<file path="src/rtl/pipeline_pkg.sv">
// -----------------------------------------------------------------------------
// pipeline_pkg
// Shared types and constants for the pipeline hazard controller.
//   state_t  : hazard-control FSM state (RUN, LOAD_STALL, MC_WAIT)
//   FWD_*    : ALU operand source encodings driven on fwd_a / fwd_b
//   REM_W    : width of the load-use remaining-bubble counter
// -----------------------------------------------------------------------------
package pipeline_pkg;

    typedef enum logic [1:0] {
        RUN        = 2'd0,
        LOAD_STALL = 2'd1,
        MC_WAIT    = 2'd2
    } state_t;

    // Operand source select: register file, WB bus, EX/MEM ALU result.
    localparam logic [1:0] FWD_RF  = 2'b00;
    localparam logic [1:0] FWD_WB  = 2'b01;
    localparam logic [1:0] FWD_MEM = 2'b10;

    // MEM_STALL is at most 4, so at most 3 bubbles remain after the first.
    localparam int REM_W = 2;

endpackage : pipeline_pkg

</file>
<file path="src/rtl/fwd_src_select.sv">
// -----------------------------------------------------------------------------
// fwd_src_select
// Chooses the forwarding source for one ALU operand.
// Ports:
//   src_reg        in  REG_AW  source register of the instruction in ID/EX
//   rw_mem         in  REG_AW  EX/MEM destination register
//   reg_write_mem  in  1       EX/MEM writes the register file
//   rw_wb          in  REG_AW  MEM/WB destination register
//   reg_write_wb   in  1       MEM/WB writes the register file
//   fwd_sel        out 2       FWD_MEM / FWD_WB / FWD_RF
// The younger EX/MEM result wins over MEM/WB; register 0 is never forwarded.
// -----------------------------------------------------------------------------
module fwd_src_select
    import pipeline_pkg::*;
#(
    parameter int REG_AW = 5
) (
    input  logic [REG_AW-1:0] src_reg,
    input  logic [REG_AW-1:0] rw_mem,
    input  logic              reg_write_mem,
    input  logic [REG_AW-1:0] rw_wb,
    input  logic              reg_write_wb,
    output logic [1:0]        fwd_sel
);

    always_comb begin
        fwd_sel = FWD_RF;
        if (reg_write_mem && (rw_mem != '0) && (rw_mem == src_reg)) begin
            fwd_sel = FWD_MEM;
        end else if (reg_write_wb && (rw_wb != '0) && (rw_wb == src_reg)) begin
            fwd_sel = FWD_WB;
        end
    end

endmodule : fwd_src_select

</file>
<file path="src/rtl/pipeline_hazard_ctrl.sv">
// -----------------------------------------------------------------------------
// pipeline_hazard_ctrl
// Hazard detection, stall/flush control and operand forwarding for a 5-stage
// pipeline.
// Parameters:
//   REG_AW     register-address width
//   MEM_STALL  bubbles inserted per load-use hazard (1..4)
//   CNT_W      width of the saturating stall counter
// Ports:
//   clock, reset                  rising-edge clock, synchronous active-low reset
//   rs_id, rt_id                  IF/ID source registers
//   rs_ex, rt_ex                  ID/EX source registers
//   ex_mem_read, ex_rw            ID/EX is a load, and its destination
//   rw_mem, reg_write_mem         EX/MEM destination / write enable
//   rw_wb, reg_write_wb           MEM/WB destination / write enable
//   branch_taken                  branch resolved taken in ID
//   mc_start, mc_done             multi-cycle op entered EX / result ready
//   pc_write, if_id_write         PC and IF/ID update enables
//   bubble_sel, if_id_flush       zero ID/EX controls / squash IF/ID
//   fwd_a, fwd_b                  ALU operand source selects
//   stall_cycles                  saturating count of cycles with pc_write=0
//   state_dbg                     current FSM state
// There are no valid/ready handshakes here: every input is a level that is
// evaluated each cycle, and every output is a per-cycle level.
// -----------------------------------------------------------------------------
module pipeline_hazard_ctrl
    import pipeline_pkg::*;
#(
    parameter int REG_AW    = 5,
    parameter int MEM_STALL = 1,
    parameter int CNT_W     = 16
) (
    input  logic              clock,
    input  logic              reset,
    input  logic [REG_AW-1:0] rs_id,
    input  logic [REG_AW-1:0] rt_id,
    input  logic [REG_AW-1:0] rs_ex,
    input  logic [REG_AW-1:0] rt_ex,
    input  logic              ex_mem_read,
    input  logic [REG_AW-1:0] ex_rw,
    input  logic [REG_AW-1:0] rw_mem,
    input  logic              reg_write_mem,
    input  logic [REG_AW-1:0] rw_wb,
    input  logic              reg_write_wb,
    input  logic              branch_taken,
    input  logic              mc_start,
    input  logic              mc_done,
    output logic              pc_write,
    output logic              if_id_write,
    output logic              bubble_sel,
    output logic              if_id_flush,
    output logic [1:0]        fwd_a,
    output logic [1:0]        fwd_b,
    output logic [CNT_W-1:0]  stall_cycles,
    output state_t            state_dbg
);

    // Bubbles still owed after the first one, which is issued from RUN.
    localparam logic [REM_W-1:0] STALL_RELOAD = REM_W'(MEM_STALL - 1);

    state_t           state, state_nxt;
    logic [REM_W-1:0] rem_cnt, rem_nxt;
    logic             load_use;
    logic             stall_raw;
    logic             flush_raw;
    logic [1:0]       fwd_a_raw;
    logic [1:0]       fwd_b_raw;

    // ---------------------------------------------------------------------
    // Forwarding
    // ---------------------------------------------------------------------
    fwd_src_select #(.REG_AW(REG_AW)) u_fwd_a (
        .src_reg       (rs_ex),
        .rw_mem        (rw_mem),
        .reg_write_mem (reg_write_mem),
        .rw_wb         (rw_wb),
        .reg_write_wb  (reg_write_wb),
        .fwd_sel       (fwd_a_raw)
    );

    fwd_src_select #(.REG_AW(REG_AW)) u_fwd_b (
        .src_reg       (rt_ex),
        .rw_mem        (rw_mem),
        .reg_write_mem (reg_write_mem),
        .rw_wb         (rw_wb),
        .reg_write_wb  (reg_write_wb),
        .fwd_sel       (fwd_b_raw)
    );

    // ---------------------------------------------------------------------
    // Load-use detection: the load in ID/EX feeds the instruction in IF/ID.
    // ---------------------------------------------------------------------
    assign load_use = ex_mem_read && (ex_rw != '0) &&
                      ((ex_rw == rs_id) || (ex_rw == rt_id));

    // ---------------------------------------------------------------------
    // FSM next-state and raw control outputs
    // ---------------------------------------------------------------------
    always_comb begin
        state_nxt = state;
        rem_nxt   = rem_cnt;
        stall_raw = 1'b0;
        flush_raw = 1'b0;
        case (state)
            RUN: begin
                // A taken branch squashes IF/ID, so a load-use hazard against
                // that squashed instruction does not matter.
                if (branch_taken) begin
                    flush_raw = 1'b1;
                end else if (mc_start) begin
                    state_nxt = MC_WAIT;
                end else if (load_use) begin
                    stall_raw = 1'b1;
                    if (MEM_STALL > 1) begin
                        rem_nxt   = STALL_RELOAD;
                        state_nxt = LOAD_STALL;
                    end
                end
            end
            LOAD_STALL: begin
                stall_raw = 1'b1;
                if (rem_cnt <= REM_W'(1)) begin
                    rem_nxt   = '0;
                    state_nxt = RUN;
                end else begin
                    rem_nxt = rem_cnt - REM_W'(1);
                end
            end
            MC_WAIT: begin
                // mc_done releases the stall in the same cycle; once released
                // a taken branch may flush again.
                if (mc_done) begin
                    state_nxt = RUN;
                    flush_raw = branch_taken;
                end else begin
                    stall_raw = 1'b1;
                end
            end
            default: begin
                state_nxt = RUN;
                rem_nxt   = '0;
            end
        endcase
    end

    // Outputs are forced to the free-running idle values while in reset.
    assign pc_write    = !(reset && stall_raw);
    assign if_id_write = !(reset && stall_raw);
    assign bubble_sel  = reset && stall_raw;
    assign if_id_flush = reset && flush_raw;
    assign fwd_a       = reset ? fwd_a_raw : FWD_RF;
    assign fwd_b       = reset ? fwd_b_raw : FWD_RF;
    assign state_dbg   = state;

    // ---------------------------------------------------------------------
    // State, bubble counter and saturating stall counter
    // ---------------------------------------------------------------------
    always_ff @(posedge clock) begin
        if (!reset) begin
            state        <= RUN;
            rem_cnt      <= '0;
            stall_cycles <= '0;
        end else begin
            state   <= state_nxt;
            rem_cnt <= rem_nxt;
            if (!pc_write && (stall_cycles != '1)) begin
                stall_cycles <= stall_cycles + CNT_W'(1);
            end
        end
    end

endmodule : pipeline_hazard_ctrl

</file>
<file path="config.mk">
export PLATFORM = sky130hd
export DESIGN_NAME = pipeline_hazard_ctrl
export DESIGN_NICKNAME = d
export VERILOG_FILES = /design/src/rtl/pipeline_pkg.sv /design/src/rtl/fwd_src_select.sv /design/src/rtl/pipeline_hazard_ctrl.sv
export SDC_FILE = /design/constraint.sdc
export NUM_CORES = 1
export LEC_CHECK = 0
export CORE_UTILIZATION = 42
export CTS_CLUSTER_DIAMETER = 150
export DETAILED_ROUTE_END_ITERATION = 10
export HOLD_SLACK_MARGIN = 0.15
export PLACE_DENSITY = 0.83
export SETUP_SLACK_MARGIN = 0.1
export SYNTH_ARGS = -nofsm -noshare
export SYNTH_HDL_FRONTEND = slang
export SYNTH_SLANG_ARGS = --single-unit
</file>
<file path="constraint.sdc">
create_clock -name clock -period 4.4 [get_ports clock]
set_input_delay 0.66 -clock clock [delete_from_list [all_inputs] [get_ports clock]]
set_output_delay 0.66 -clock clock [all_outputs]
set_load 0.01 [all_outputs]
</file>
==> qor.tcl, run 1 <==
set qor(outcome) {finished with violations}
set qor(violations) {DRC}
set qor(cts.htree.levels) 1
set qor(grt_max_degree) 27
set qor(synth_cells) 155
set qor(crit_fanout) 3
set qor(floorplan.io_pins) 69
set qor(place_congestion) 0.8760
set qor(design.die.area_um2) 3315
set qor(cp.required_ns) 3.74
set qor(layout.cell_area.non_filler_um2) 1984
set qor(number_of_nets_produced_by_synthesis) 199
set qor(post_synth_num_cell_types) 43
set qor(cp-end-kind) {primary output}
set qor(min_path_type) {reg -> reg}
set qor(final_max_slew_viol_count) 0
set qor(type_of_element_launching_the_critical_path) {input port}
set qor(initial_utilization_pct) 45.48
set qor(fin_crit_ns) 3.588
set qor(clock-sinks) 17
set qor(synth_top_family_by_area) {simple AND/OR/NAND/NOR gates}
set qor(synth_compound_gate_area_share_pct) 18.90
set qor(post_synth_most_frequent_cells) {sky130_fd_sc_hd__xor2_1 (25), sky130_fd_sc_hd__dfxtp_1 (17), sky130_fd_sc_hd__nand2_1 (9), sky130_fd_sc_hd__nor2_1 (9), sky130_fd_sc_hd__a21oi_1 (8)}
set qor(cts.hold.buffers_added) 0
set qor(antenna_found_initial) 0
set qor(synthSimpleGateAreaFrac_pct) 26.62
set qor(max-vdd-ir-drop_mv) 0.1130
set qor(post_synth_fa_ha_maj_area_fraction_pct) 0.9643
set qor(ys_warn_count) 0
set qor(dp_worst_setup_slack_ns) 0.8015
set qor(count_of_flip_flops_with_a_built_in_enable_after_synthesis) 0
set qor(dpl.cell_count) 248
set qor(synth.most_common_cell) {sky130_fd_sc_hd__xor2_1}
set qor(final_antenna_net_count) 0
set qor(leakage_nw) 0.6709
set qor(nNetsFinal) 266
set qor(num-fill-cells) 237
set qor(fin_setup_tns_ns) 0
set qor(max_freq_ghz) 0.2787
set qor(cts_resized) 0
set qor(global_router_s_overall_resource_usage_pct) 21.63
set qor(route.detailed.wl_per_inst_um) 13.79
set qor(critical_path.cell_chain) {clkdlybuf4s50_1 > or4_1 > o21ai_0 > nor4_1 > nor4_1 > clkdlybuf4s50_1}
set qor(power_density_nw_per_um2) 166.1
set qor(first_iter_violations) 65
set qor(drcViolationCount) 7
set qor(syn2layout_area_growth_pct) 52.94
set qor(port_buffer_cells) 67
set qor(start_to_end_type_of_the_worst_setup_path) {in -> out}
set qor(placement_rows) 19
set qor(critical_path.slowest_cell) {sky130_fd_sc_hd__clkdlybuf4s50_1}
set qor(total_number_of_vias) 1409
set qor(layout-drive-gt1-share_pct) 4.072
set qor(finalSetupViolCount) 0
set qor(post-route-worst-setup-slack_ns) 0.8116
set qor(drv_cap) 0
set qor(grt_setup_unrepaired) {no}
set qor(num_antenna_cells) 0
set qor(slowest_stage_delay_on_critical_path_ns) 0.59
set qor(report.final.hold_viol_count) 0
set qor(wl_um) 3474
set qor(synthDominantAreaCellType) {sky130_fd_sc_hd__dfxtp_1}
set qor(postPlaceCellArea_um2) 1957
set qor(synthesized_area_divided_by_synthesized_cell_count_um2) 8.371
set qor(synthArstFlopShare_pct) 0
set qor(ys_ff_latch) 17
set qor(critPathArrivalTime_ns) 2.93
set qor(mappedNetlistArea_um2) 1297
set qor(wire_length_of_the_first_global_routing_pass_um) 5651
set qor(clkTransAtPathRegs_ns) 0.10
set qor(synth.area.mux_share_pct) 0.7715
set qor(cts_setup_buffers) 0
set qor(seq_area_frac_synth_pct) 26.23
set qor(routed_via_density) 5.591
set qor(first_pass_iters) 7
set qor(globalRouteOverflowTotal) 0
set qor(dieWidth_um) 57.58
set qor(final_worst_path_cycle_share_pct) 81.55
set qor(clk_root_buffer_cell) {sky130_fd_sc_hd__clkbuf_4}
set qor(core-area_um2) 2853
set qor(tritoncts) {yes}
set qor(first_global_vias) 1392
set qor(post_synth_xor_area_fraction_pct) 20.93
set qor(final-instance-count-excl-fill) 252
set qor(clockBufferDepth) 2
set qor(post_synth_main_area_contributors) {sky130_fd_sc_hd__dfxtp_1 (26%), sky130_fd_sc_hd__xor2_1 (17%), sky130_fd_sc_hd__xnor2_1 (4.1%)}
set qor(finalPower_uw) 329.6
set qor(dominantRegCellSynth) {sky130_fd_sc_hd__dfxtp_1}
set qor(fraction_of_post_synthesis_cell_area_in_the_top_cell_type_by_area_pct) 26.23
set qor(fin_skew_ns) 0.003446
set qor(die_height_um) 57.58
set qor(worstSkewPairLatency_ns) 0.29
set qor(place_hpwl_um) 2856
set qor(cts_made_buffers) 3
## cells in the final DEF, fill, tap and decap left out, types with 5 or more instances in the layout
master,n
sky130_fd_sc_hd__xnor2_1,6
sky130_fd_sc_hd__o21ai_1,7
sky130_fd_sc_hd__nand3_1,7
sky130_fd_sc_hd__nor2_1,9
sky130_fd_sc_hd__nand2_1,9
sky130_fd_sc_hd__or3_1,5
sky130_fd_sc_hd__or4_1,6
sky130_fd_sc_hd__dfxtp_1,17
sky130_fd_sc_hd__clkdlybuf4s50_1,67
sky130_fd_sc_hd__a21oi_1,8
sky130_fd_sc_hd__xor2_1,25
## cell type report
| cell class | count | area, um^2 | share of cell area (%) |
|---|---|---|---|
| clock inverter | 1 | 5.005 | 0.2522 |
| clock buffer | 3 | 22.52 | 1.135 |
| multi-input combinational | 129 | 888.4 | 44.77 |
| timing repair buffer | 68 | 678.2 | 34.17 |
| tap | 31 | 38.79 | 1.955 |
| inverter | 3 | 11.26 | 0.5675 |
| sequential | 17 | 340.3 | 17.15 |
## critical path, delay by kind of cell
family,cells,cell delay [ns]
buffers and inverters,2,1.06
AND/OR/NAND/NOR,3,0.95
AO/OA/AOI/OAI,1,0.26
## sequential cells by signal, summed over array words and instances, names as in the netlist
name and count:
state_dbg 1, stall_cycles 16
## path summary, 6_finish.rpt
path,startpoint,to,slack [ns],cells after the start
worst min-delay path,stall_cycles[6],stall_cycles[6],0.52,1
worst min register to register,stall_cycles[6],stall_cycles[6],0.52,1
worst max register to register,stall_cycles[0],stall_cycles[5],2.41,7
worst max-delay path,rw_mem[0],fwd_b[0],0.81,6
## report_power, final
group          internal (mW)  leakage [nW]  switching [mW]  total (mW)
Sequential             0.155         0.137        0.000771       0.155
Combinational         0.0551         0.516          0.0360      0.0911
Clock                 0.0338        0.0177          0.0494      0.0832
## layer usage
metal	vias to the layer above	GRT usage (%)	wire, um
li1	706	-	-
met1	641	20.83	1352
met2	58	44.52	1820
met3	4	5.442	274
met4	0	5.226	27
met5	-	0	0
## stage by stage
stage	hold WS, ns	utilization [%]
6_report	0.5218	69.56
3_5_place_dp	0.5080	68.60
3_3_place_gp	0.4836	68.60
2_1_floorplan	0.5109	-
4_1_cts	0.5230	69.56
5_1_grt	0.5412	69.56
## logic make-up after synthesis
family / after synthesis
other: 1
adder cells (fa/ha/maj): 1
flip-flops: 17
buffers and inverters: 9
AND/OR/NAND/NOR: 60
AO/OA/AOI/OAI: 35
multiplexers: 1
XOR/XNOR: 31
Power figures use the tool's default switching activity.
==> run 2: changes to the inputs <==
- CORE_UTILIZATION: 42 -> 39
- PLACE_DENSITY: 0.83 -> 0.78
- clock period: 4.4 -> 3.55 ns (I/O delays scaled with it)
==> run 2 against run 1 <==
- the flow now finishes without violations
- die area is 7.4% higher
- clock skew increased by 0.0033 ns
- sequential share of layout area fell by 0.13 points
- utilization shrank 5.1 points
- clock power is 27% higher
- non-clock buffer count unchanged
- total power grew 26%
- routed wire length is 8.8% higher
- critical path type unchanged
- critical endpoint unchanged
- largest cell class unchanged
==> qor.tcl, run 2 (synthesis gave the netlist of run 1 again) <==
set qor(internal_power_uw) 303.7 ;# +25%
set qor(reg2reg_from) {stall_cycles[0]}
set qor(fin_skew_ns) 0.006769 ;# +0.003323 ns
set qor(finalSetupViolCount) 0 ;# unchanged
set qor(port_buffer_cells) 67 ;# unchanged
set qor(critPathArrivalTime_ns) 2.75 ;# -0.18 ns
set qor(max_freq_ghz) 0.3047
set qor(layout-drive-gt1-share_pct) 3.620 ;# -0.45 points
set qor(place_hpwl_um) 3076 ;# +7.7%
set qor(drcViolationCount) 0 ;# -7
set qor(clk_root_buffer_cell) {sky130_fd_sc_hd__clkbuf_4}
set qor(power.switching_uw) 110.0 ;# +28%
set qor(type_of_element_launching_the_critical_path) {input port}
set qor(first_iter_violations) 39 ;# -40%
set qor(num-fill-cells) 287 ;# +21%
set qor(die_height_um) 59.68 ;# +3.6%
set qor(nNetsFinal) 266 ;# unchanged
set qor(met2WireLength_um) 1907 ;# +4.8%
set qor(reg2reg_depth) 7 ;# unchanged
set qor(syn2layout_area_growth_pct) 54.10
set qor(hold_path_end) {stall_cycles[10]}
set qor(fin_setup_tns_ns) 0 ;# unchanged
set qor(power_density_nw_per_um2) 206.9 ;# +25%
set qor(num_antenna_cells) 0 ;# unchanged
set qor(core-area_um2) 3103 ;# +8.8%
set qor(grt_setup_unrepaired) {no}
set qor(final_util_pct) 64.44 ;# -5.1 points
set qor(dieWidth_um) 59.68 ;# +3.6%
set qor(wire_length_of_the_first_global_routing_pass_um) 6085 ;# +7.7%
set qor(min_path_type) {reg -> reg}
set qor(globalRouteOverflowTotal) 0 ;# unchanged
set qor(wl_um) 3780 ;# +8.8%
set qor(fin_crit_ns) 3.282
set qor(reg2reg_slack_ns) 1.61 ;# -0.80 ns
set qor(hold_depth) 2 ;# +1
set qor(share_seq_of_total_power_pct) 46.6 ;# -0.5 points
set qor(final-instance-count-excl-fill) 265 ;# +5.2%
set qor(max_flop_register) {stall_cycles}
set qor(cts_made_buffers) 3 ;# unchanged
set qor(report.final.hold_viol_count) 0 ;# unchanged
set qor(largest_register_ffs) 16 ;# unchanged
set qor(crit_fanout) 3 ;# unchanged
set qor(final_worst_path_cycle_share_pct) 92.46
set qor(drv_cap) 0 ;# unchanged
set qor(final_antenna_net_count) 0 ;# unchanged
set qor(cts.hold.buffers_added) 0 ;# unchanged
set qor(design.die.area_um2) 3562 ;# +7.4%
set qor(cp.required_ns) 3.02 ;# -0.72 ns
set qor(placement_rows) 20 ;# +1
set qor(grt_max_degree) 27 ;# unchanged
set qor(max-vdd-ir-drop_mv) 0.2044 ;# +81%
set qor(top_signal_layer_used) {met4}
set qor(wl_met1_um) 1509 ;# +12%
set qor(dp_worst_setup_slack_ns) 0.1879 ;# -0.6136 ns
set qor(global_router_s_overall_resource_usage_pct) 22.46 ;# +0.84 points
set qor(p_sw_share_pct) 26.60 ;# +0.46 points
set qor(tritoncts) {yes}
set qor(clockBufferDepth) 2 ;# unchanged
set qor(routed_via_density) 5.460 ;# -2.3%
set qor(met3_wirelength_um) 271 ;# -1.1%
set qor(initial_utilization_pct) 41.81 ;# -3.7 points
set qor(first_pass_iters) 4 ;# -3
set qor(final_max_slew_viol_count) 0 ;# unchanged
set qor(cp-end-kind) {primary output}
set qor(worstSkewPairLatency_ns) 0.30 ;# about the same
set qor(place_congestion) 0.9012 ;# +2.9%
set qor(cts.htree.levels) 1 ;# unchanged
set qor(total_number_of_vias) 1447 ;# +2.7%
set qor(start_to_end_type_of_the_worst_setup_path) {in -> out}
set qor(floorplan.io_pins) 69 ;# unchanged
set qor(post-route-worst-setup-slack_ns) 0.2678 ;# -0.5438 ns
set qor(dpl.cell_count) 261 ;# +5.2%
set qor(layout_common_cells) {sky130_fd_sc_hd__clkdlybuf4s50_1 (67), sky130_fd_sc_hd__xor2_1 (25), sky130_fd_sc_hd__dfxtp_1 (17)}
set qor(route.detailed.wl_per_inst_um) 14.26 ;# +3.5%
set qor(leakage_nw) 0.6681 ;# -0.41%
set qor(pwr-share-comb_pct) 27.8 ;# +0.2 points
set qor(outcome) {finished clean}
set qor(final_common_cell) {sky130_fd_sc_hd__clkdlybuf4s50_1}
set qor(clkTransAtPathRegs_ns) 0.10 ;# about the same
set qor(pwr-share-clk_pct) 25.7 ;# +0.5 points
set qor(worstReg2RegEnd) {stall_cycles[1]}
set qor(first_global_vias) 1409 ;# +1.2%
set qor(min_from) {stall_cycles[10]}
set qor(antenna_found_initial) 0 ;# unchanged
set qor(clock-sinks) 17 ;# unchanged
run 2: per-stage QoR:
step	instance area, um^2	hold slack, ns	power [mW]
after floorplan	1297	0.5109	0.2411
after global placement	1973	0.4907	0.3075
after detailed placement	1973	0.4987	0.3122
after CTS	1999	0.5201	0.4165
after global routing	1999	0.5357	0.4328
final	1999	0.5196	0.4137
run 2: power by group through the flow:
| stage | logic [mW] | registers (mW) | clock network (mW) |
|---|---|---|---|
| after floorplan | 0.0437 | 0.197 | 0 |
| after global placement | 0.110 | 0.197 | 0 |
| after detailed placement | 0.115 | 0.197 | 0 |
| after CTS | 0.116 | 0.193 | 0.108 |
| after global routing | 0.123 | 0.193 | 0.117 |
| final | 0.115 | 0.193 | 0.106 |
run 2: routing by layer:
layer  vias to the layer above  track usage (%)
li1                        704                -
met1                       673            24.60
met2                        60            41.11
met3                        10            3.680
met4                         0            11.63
met5                         -                0
run 2: final cells by class:
cell class / instances / area (um^2) / area share, %
Clock buffer: 4 / 26.28 / 1.314
Inverter: 3 / 11.26 / 0.5632
Multi-Input combinational cell: 129 / 888.4 / 44.43
Sequential cell: 17 / 340.3 / 17.02
Tap cell: 44 / 55.05 / 2.753
Timing Repair Buffer: 68 / 678.2 / 33.92
run 2: timing repair:
| action | in CTS | in global routing |
|---|---|---|
| gates resized for setup | 0 | 1 |
| setup buffers | 0 | 0 |
| endpoints found under the setup margin | 0 | 2 |
| endpoints found under the hold margin | 0 | 0 |
run 2: critical path: stages:
cell,delay (ns)
sky130_fd_sc_hd__clkdlybuf4s50_1,0.48
sky130_fd_sc_hd__or4_1,0.54
sky130_fd_sc_hd__o21ai_1,0.21
sky130_fd_sc_hd__nor4_1,0.11
sky130_fd_sc_hd__nor4_1,0.29
sky130_fd_sc_hd__clkdlybuf4s50_1,0.59
run 2: worst max-delay path by stage:
stage,start,to
final,rw_mem[3],fwd_b[0]
after detailed placement,rw_mem[3],fwd_a[0]
after global routing,rw_mem[0],fwd_a[0]
after CTS,rw_mem[3],fwd_b[0]
after global placement,rw_mem[0],fwd_b[0]
after floorplan,rw_mem[0],fwd_a[0]
